`src/rtl/pipe_stage_elastic.sv`:
```
// -----------------------------------------------------------------------------
// pipe_stage_elastic
//
// Elastic pipeline register placed between two stages of the RV32I core
// (primary use: decode -> execute). It holds up to two entries (MAIN + SKID)
// behind a valid/ready handshake, so downstream back-pressure never has to be
// propagated combinationally upstream. A synchronous flush kills every held
// entry and any entry offered in the same cycle. When no entry is valid the
// stage presents a canonical bubble: control bits zero, instruction = NOP.
//
// Ports
//   clk        rising-edge clock
//   rst        synchronous reset, active-low
//   flush      discard held entries and the entry offered this cycle
//   in_valid   upstream offers an entry
//   in_ready   stage can accept (depends on state only)
//   in_ctrl    control bundle            (CTRL_W)
//   in_data    datapath bundle           (DATA_W)
//   in_pc      instruction address       (XLEN)
//   in_instr   instruction word          (XLEN)
//   out_valid  head entry valid
//   out_ready  downstream consumes the head
//   out_ctrl   head control, 0 in a bubble
//   out_data   head datapath bundle (MAIN contents, not masked)
//   out_pc     head PC (MAIN contents, not masked)
//   out_instr  head instruction, NOP_INSTR in a bubble
//   occupancy  number of entries held (0..2)
// -----------------------------------------------------------------------------
module pipe_stage_elastic #(
  parameter int unsigned            CTRL_W    = 12,
  parameter int unsigned            DATA_W    = 106,
  parameter int unsigned            XLEN      = 32,
  parameter logic [XLEN-1:0]        NOP_INSTR = 32'h0000_0013
) (
  input  logic              clk,
  input  logic              rst,
  input  logic              flush,
  input  logic              in_valid,
  output logic              in_ready,
  input  logic [CTRL_W-1:0] in_ctrl,
  input  logic [DATA_W-1:0] in_data,
  input  logic [XLEN-1:0]   in_pc,
  input  logic [XLEN-1:0]   in_instr,
  output logic              out_valid,
  input  logic              out_ready,
  output logic [CTRL_W-1:0] out_ctrl,
  output logic [DATA_W-1:0] out_data,
  output logic [XLEN-1:0]   out_pc,
  output logic [XLEN-1:0]   out_instr,
  output logic [1:0]        occupancy
);

  // Encoding equals the number of held entries, so occupancy is the state.
  typedef enum logic [1:0] {
    EMPTY = 2'd0,
    ONE   = 2'd1,
    FULL  = 2'd2
  } state_t;

  typedef struct packed {
    logic [CTRL_W-1:0] ctrl;
    logic [DATA_W-1:0] data;
    logic [XLEN-1:0]   pc;
    logic [XLEN-1:0]   instr;
  } slot_t;

  state_t state;
  slot_t  main_q;
  slot_t  skid_q;
  slot_t  in_slot;

  logic   accept;
  logic   pop;

  assign in_slot = '{ctrl: in_ctrl, data: in_data, pc: in_pc, instr: in_instr};

  // Both handshake qualifiers come from registered state only, so there is
  // no combinational out_ready -> in_ready or in_* -> out_* path.
  assign in_ready  = (state != FULL);
  assign out_valid = (state != EMPTY);
  assign occupancy = state;

  assign accept = in_valid & in_ready & ~flush;
  assign pop    = out_valid & out_ready;

  // Bubble masking: consumers see a harmless NOP with all control cleared.
  assign out_ctrl  = out_valid ? main_q.ctrl  : '0;
  assign out_instr = out_valid ? main_q.instr : NOP_INSTR;
  assign out_data  = main_q.data;
  assign out_pc    = main_q.pc;

  // NOTE: all state below uses non-blocking assignments so every register
  // samples pre-edge values; blocking here would make MAIN <- SKID order-
  // dependent.
  always_ff @(posedge clk) begin
    if (!rst) begin
      state <= EMPTY;
      // NOTE: the payload slots are reset too (not just the state) so that
      // out_data/out_pc are deterministic from the first cycle after reset.
      main_q <= '{ctrl: '0, data: '0, pc: '0, instr: NOP_INSTR};
      skid_q <= '{ctrl: '0, data: '0, pc: '0, instr: NOP_INSTR};
    end else if (flush) begin
      // Payloads are left in place; out_valid = 0 masks them.
      state <= EMPTY;
    end else begin
      unique case (state)
        EMPTY: begin
          if (accept) begin
            state  <= ONE;
            main_q <= in_slot;
          end
        end
        ONE: begin
          if (accept && !pop) begin
            state  <= FULL;
            skid_q <= in_slot;
          end else if (accept && pop) begin
            main_q <= in_slot;
          end else if (pop) begin
            state <= EMPTY;
          end
        end
        FULL: begin
          // in_ready is low here, so only a pop can happen.
          if (pop) begin
            state  <= ONE;
            main_q <= skid_q;
          end
        end
        // NOTE: the unused encoding recovers to EMPTY instead of sticking.
        default: state <= EMPTY;
      endcase
    end
  end

endmodule

```
`config.mk`:
```
export PLATFORM = sky130hd
export DESIGN_NAME = pipe_stage_elastic
export DESIGN_NICKNAME = d
export VERILOG_FILES = /design/src/rtl/pipe_stage_elastic.sv
export SDC_FILE = /design/constraint.sdc
export NUM_CORES = 1
export LEC_CHECK = 0
export BUFFER_PORTS_ARGS = -buffer_cell sky130_fd_sc_hd__buf_4
export CAP_MARGIN = 30
export CORE_ASPECT_RATIO = 1.75
export CORE_MARGIN = 8
export CORE_UTILIZATION = 59
export DETAILED_ROUTE_END_ITERATION = 16
export PLACE_DENSITY = 0.9
export SLEW_MARGIN = 20
export SYNTH_ARGS = -nofsm -noshare
export SYNTH_HDL_FRONTEND = slang
export SYNTH_SLANG_ARGS = --single-unit
```
`constraint.sdc`:
```
create_clock -name clk -period 4.2 [get_ports clk]
set_input_delay 0.84 -clock clk [delete_from_list [all_inputs] [get_ports clk]]
set_output_delay 0.84 -clock clk [all_outputs]
set_load 0.1 [all_outputs]
```
==> impl_results.md, run 1 <==
* GRT Resource Usage Total at 0.254
* Max Fclk at 304 MHz
* Antenna Violating Nets Remaining at 0
* Netlist cell types at 26
* Worst Hold Slack at 0.453 ns
* Hold Fails Final Rpt at 0
* Core outline area at 0.0272 mm²
* Final Max Slew Viols at 0
* Peak VDD IR at ~0.39 mV
* Routed len/inst at between 15 and 20 µm
* Clock Skew at 0.0133 ns
* Post-Synth Simple-Gate Area at 0.107
* Die Width at roughly 140 µm
* Clock Tree Buf Depth at 3
* Row count at 80
* Hpwl dp at 29,000 µm
* Hold-fix buffers, CTS at 0
* Initial DRC count at 868
* Cell mode on critical path: buf_4
* Max cap viols at 0
* Die area at between 0.03 and 0.04 mm²
* Worst slew margin at 0.343
* Via density at 5.88
* CP Cell Sequence: nor2_2 > buf_4 > nor2b_1 > buf_4
* Worst setup margin at 0.907 ns
* Most common cell in the netlist: dfxtp_1
* Multi-input logic area at 0.00703 mm²
* Adder-Cell Fraction of Synth Area at 0
* Reg clk slew, reported paths at 0.06 ns
* Fillers at 2,037
* CP endpoint kind: output pin
* Avg Inst Size Synth at between 8 and 9 µm²
* Fin area at 0.0190 mm²
* Drt total wl at between 40,000 and 50,000 µm
* Number of global-route vias before repair at 13,100
* Initial Util at 0.598
* Post-synth EDFFs at 0
* Crit-path max FO at 26
* Synthesis Warnings at 0
* Final setup viols at 0
* Main combinational cell family by area after synthesis: compound AO/OA/AOI/OAI gates
* Drt pass-1 iters at 5
* I/O Pins at 373
* Reg2reg setup slack at 1.91 ns
* WS Path Type: flop to output pin
* Chip height at 236 µm
* Largest net degree at the start of global routing at 192
* Reg area at 0.00733 mm²
* Num CTS Buffers at 34
* Initial antenna violation count at 8
* Post-synthesis sequential area ratio at 0.450
* RSZ-0062 raised after global routing: false
* Main synth FF type: dfxtp_1
* Syn_nets at a little over 2,000
* Leakage at 8.26 nW
* Nets at 2,137
* Overall Power at 8.27 mW
* Mapped cell area at 0.0163 mm²
* HP Class: flop to flop
* Synth async-reset ratio at 0
* PD cells at roughly 440 mW/mm²
* Crit path max-delay family: simple AND/OR/NAND/NOR gates
* Clk_lat worst skew at a little over 0.5 ns
* Non-filler cells, final at 2,350
* First-pass GRT wire length at 69,500 µm
* Number of port buffers at 372
* Yosys top cell by area: dfxtp_1
* Pre-CTS WS at 1.29 ns
* Buffer and inverter count on the worst path at 2
* Vias at between 10,000 and 15,000
* Cell Area, Placed at 0.0179 mm²
* Seq cells post-synth at 366
* Area growth from synthesis to layout at 16.4%
* Crit path launch type: flop
* Clk sink count at 366
* Final Util at 0.696
* Status: complete, no violations
* CTS resizes at 0
* Largest stage delay, worst path at 0.68 ns
* Crit path max-delay cell type: nor2_2
* Setup TNS at 0 ns
* TritonCTS clock tree: yes
* Setup Buffers After CTS at 0
* Final Cycle Share at 0.784
* Syn Inst Count at 1,848
* Placed Cells at roughly 2,300
* XOR/XNOR Fraction of Synth Area at 0
* Arr. time, crit path at 2.45 ns
* GP Congestion at 0.831
* Synth cell count leaders: dfxtp_1, nand2_1, a21oi_1
* CP required at approximately 3.4 ns
* Post-route minimum period at 3.29 ns
* Actual slew at the worst max-slew pin at 0.986 ns
* Largest cells by area after synthesis: dfxtp_1, a21oi_1, mux2i_1
* Synth top area share at 0.450
* Mux cell area share after synthesis at 0.113
* Compound-Gate Fraction of Synth Area at 0.210
* Root Buffer: clkbuf_16
* Post-route DRC at 0
* H-Tree Depth at 2
* Proportion of layout cells with a drive suffix above 1 at 0.229
* Grt ovf at 0
-- sequential cells by signal (all words and copies together) (netlist names) --
register   count
out_data     106
occupancy      2
main_q        44
skid_q       182
out_pc        32
-- tightest hold or removal path, cell delays in order, from the launching register on --
cell and delay (ns):
dfxtp_1 0.30, nand2_1 0.05, a21oi_1 0.05
-- final cells by class --
type	count	share of cell area
inverters	3	0.00139
repair buffers	389	0.159
well taps	369	0.0244
multi-input cells	1156	0.371
clock inverters	9	0.00284
clock buffers	51	0.0537
diodes	7	0.000924
flip-flops and latches	366	0.387
-- cell usage in the layout, fill, tap and decap left out, types with 2 or more instances in the layout --
cell type     n
or2_2         3
clkinv_2      6
clkbuf_1     10
nand3_1       3
buf_12        8
and3_1        2
diode_2       7
mux2_2        3
nand2b_1      2
mux2i_1     180
buf_4       381
inv_8         2
nand2_1     364
a311oi_1    179
clkbuf_8      4
dfxtp_1     366
o21ai_1       3
clkbuf_16    37
a21oi_1     362
nor2b_1      42
nor3_1        3
clkinvlp_4    2
-- per-layer routing --
metal / vias to the layer above / track usage / share of wire
li1: 6613 / - / -
met1: 6461 / 0.278 / 0.36
met2: 599 / 0.422 / 0.50
met3: 152 / 0.0623 / 0.075
met4: 4 / 0.179 / 0.066
met5: - / 0 / 0.00060
-- power breakdown --
group          internal, mW  switching, mW
registers              3.61         0.0802
clock network          1.69           1.30
logic                 0.411           1.18
-- logic make-up after synthesis --
logic type      Yosys count
compound gates          548
buf+inv                 326
flops                   366
mux                     183
simple gates            425
-- final timing paths --
kind,depth (start not counted),end,startpoint
max,4,out_instr[2],occupancy[1]
min,2,skid_q[106],skid_q[106]
max reg2reg,5,main_q[16],occupancy[1]
min reg2reg,2,skid_q[106],skid_q[106]
Power figures use the tool's default switching activity.
==> run 2: changes to the inputs <==
CORE_UTILIZATION = 54   (was 59)
PLACE_DENSITY = 0.84   (was 0.9)
clock period = 3.2 ns   (was 4.2 ns; I/O delays follow)
==> run 2 against run 1 <==
  * Register-to-register slack got worse by 0.93 ns
  * Via count decreased by 0.69%
  * Core utilization decreased by 5.0 points
  * Clock skew decreased by 0.0054 ns
  * Power increased by 36%
  * Highest routed layer unchanged
  * Wire length decreased by 0.35%
==> impl_results.md, run 2 (synthesized netlist as in run 1, its figures left out) <==
* Status: complete, no violations
* I/O Pins at 373
* Hpwl dp at 29,700 µm
* CP Cell Sequence: nor2_4 > buf_4 > nor2b_1 > buf_4
* Die area at about 0.036 mm²
* Reg2reg end: out_pc[31]
* Post-route minimum period at 2.62 ns
* Worst r2r src: occupancy[1]
* Via density at 5.78
* Final Util at 0.646
* Vias at 13,700
* CTS resizes at 0
* Max cap viols at 0
* Hold-fix buffers, CTS at 0
* Chip height at between 200 and 250 µm
* Final setup viols at 0
* Setup Buffers After CTS at 0
* Drt pass-1 iters at 5
* Row count at 84
* Top layer in use: met5
* Commonest non-fill, non-tap cells in the layout: buf_4, dfxtp_1, nand2_1
* Clk sink count at 366
* Most flops, register: skid_q
* Peak VDD IR at 0.478 mV
* HP Class: primary input to flop
* Crit path max-delay family: flip-flops
* Crit path launch type: flop
* Post-route DRC at 0
* Cell mode on critical path: buf_4
* Buffer and inverter count on the worst path at 2
* Worst Hold Slack at ~0.34 ns
* GP Congestion at 0.813
* R2R cell count at 5
* Max FFs per register at about 180
* Worst setup path start: occupancy[1]
* Worst setup endpoint: out_instr[2]
* Clk_lat worst skew at about 0.52 ns
* Wl on met1 at 16,200 µm
* Fin area at between 0.015 and 0.02 mm²
* Clock Skew at 0.00790 ns
* TritonCTS clock tree: yes
* Core outline area at 0.0298 mm²
* Leakage at 8.41 nW
* Root Buffer: clkbuf_16
* Arr. time, crit path at 1.98 ns
* Reg2reg setup slack at 0.98 ns
* Antenna Violating Nets Remaining at 0
* CP endpoint kind: output pin
* Die Width at 147 µm
* Number of global-route vias before repair at 13,300
* Worst slew margin at 0.580
* Final Cycle Share at 0.817
* Drt total wl at 45,100 µm
* Cell Area, Placed at about 0.018 mm²
* Routed len/inst at 19.0 µm
* Largest net degree at the start of global routing at 133
* RSZ-0062 raised after global routing: false
* Max Fclk at about 380 MHz
* Proportion of layout cells with a drive suffix above 1 at 0.236
* Final Max Slew Viols at 0
* Initial DRC count at 870
* H-Tree Depth at 2
* Reg clk slew, reported paths at about 0.070 ns
* Initial antenna violation count at 9
* Hold Fails Final Rpt at 0
* Logic depth of the worst setup path including buffers at 4
* Area growth from synthesis to layout at 18.5%
* Num CTS Buffers at 34
* DR WL met3 at 3350 µm
* First-pass GRT wire length at 69,800 µm
* Grt ovf at 0
* Initial Util at 0.546
* PD cells at 584 mW/mm²
* Number of port buffers at 372
* Nets at between 2,000 and 2,500
* GRT Resource Usage Total at 0.234
* Largest stage delay, worst path at 0.55 ns
* CP required at 2.56 ns
* WS Path Type: flop to output pin
* Met2 wire length at 22,300 µm
* Clock Tree Buf Depth at 3
* Commonest non-fill, non-tap cell in the layout: buf_4
* Crit-path max FO at 14
* Crit path max-delay cell type: dfxtp_1
* Actual slew at the worst max-slew pin at 0.629 ns
==> run 2: routing by layer <==
| metal | vias to the layer above | global-route usage |
|---|---|---|
| met4 | 6 | 0.173 |
| met2 | 523 | 0.392 |
| met1 | 6401 | 0.249 |
| met5 | - | 0 |
| li1 | 6634 | - |
| met3 | 169 | 0.0637 |
==> run 2: tightest hold or removal path, cell delays in order <==
cell and delay (ns):
buf_4 0.08, nand2_1 0.04, nand3_1 0.06
==> run 2: area by class of cell <==
type	instances	area [µm²]
well taps	387	484
clock inverters	9	150
flip-flops and latches	366	7330
fillers	2414	10600
diodes	6	15.0
clock buffers	50	1040
multi-input cells	1156	7040
inverters	3	26.3
repair buffers	399	3210
==> run 2: stage by stage <==
stage | cells | worst slack, ns | power, mW | setup TNS, ns
6_report | 2376 | 0.584 | 11.3 | 0
2_1_floorplan | 1848 | -0.388 | 6.61 | -14.41
4_1_cts | 2370 | 0.539 | 11.3 | 0
3_5_place_dp | 2311 | 0.870 | 7.04 | 0
5_1_grt | 2376 | 0.458 | 11.6 | 0
3_3_place_gp | 2311 | 0.994 | 7.00 | 0
==> run 2: how the worst min path moves through the flow <==
stage	start	to	slack [ns]	depth (start not counted)
CTS	in_instr[0]	skid_q[0]	0.31	3
floorplan	skid_q[100]	skid_q[100]	0.44	2
global placement	skid_q[89]	skid_q[89]	0.44	2
finish	in_instr[0]	skid_q[0]	0.34	3
global route	in_instr[0]	skid_q[0]	0.34	3
detailed placement	skid_q[143]	skid_q[143]	0.45	2
==> run 2: power breakdown <==
part	total, mW	switching, mW	internal, mW
clock	4.32	1.73	2.59
sequential	4.84	0.106	4.74
combinational	2.10	1.54	0.563
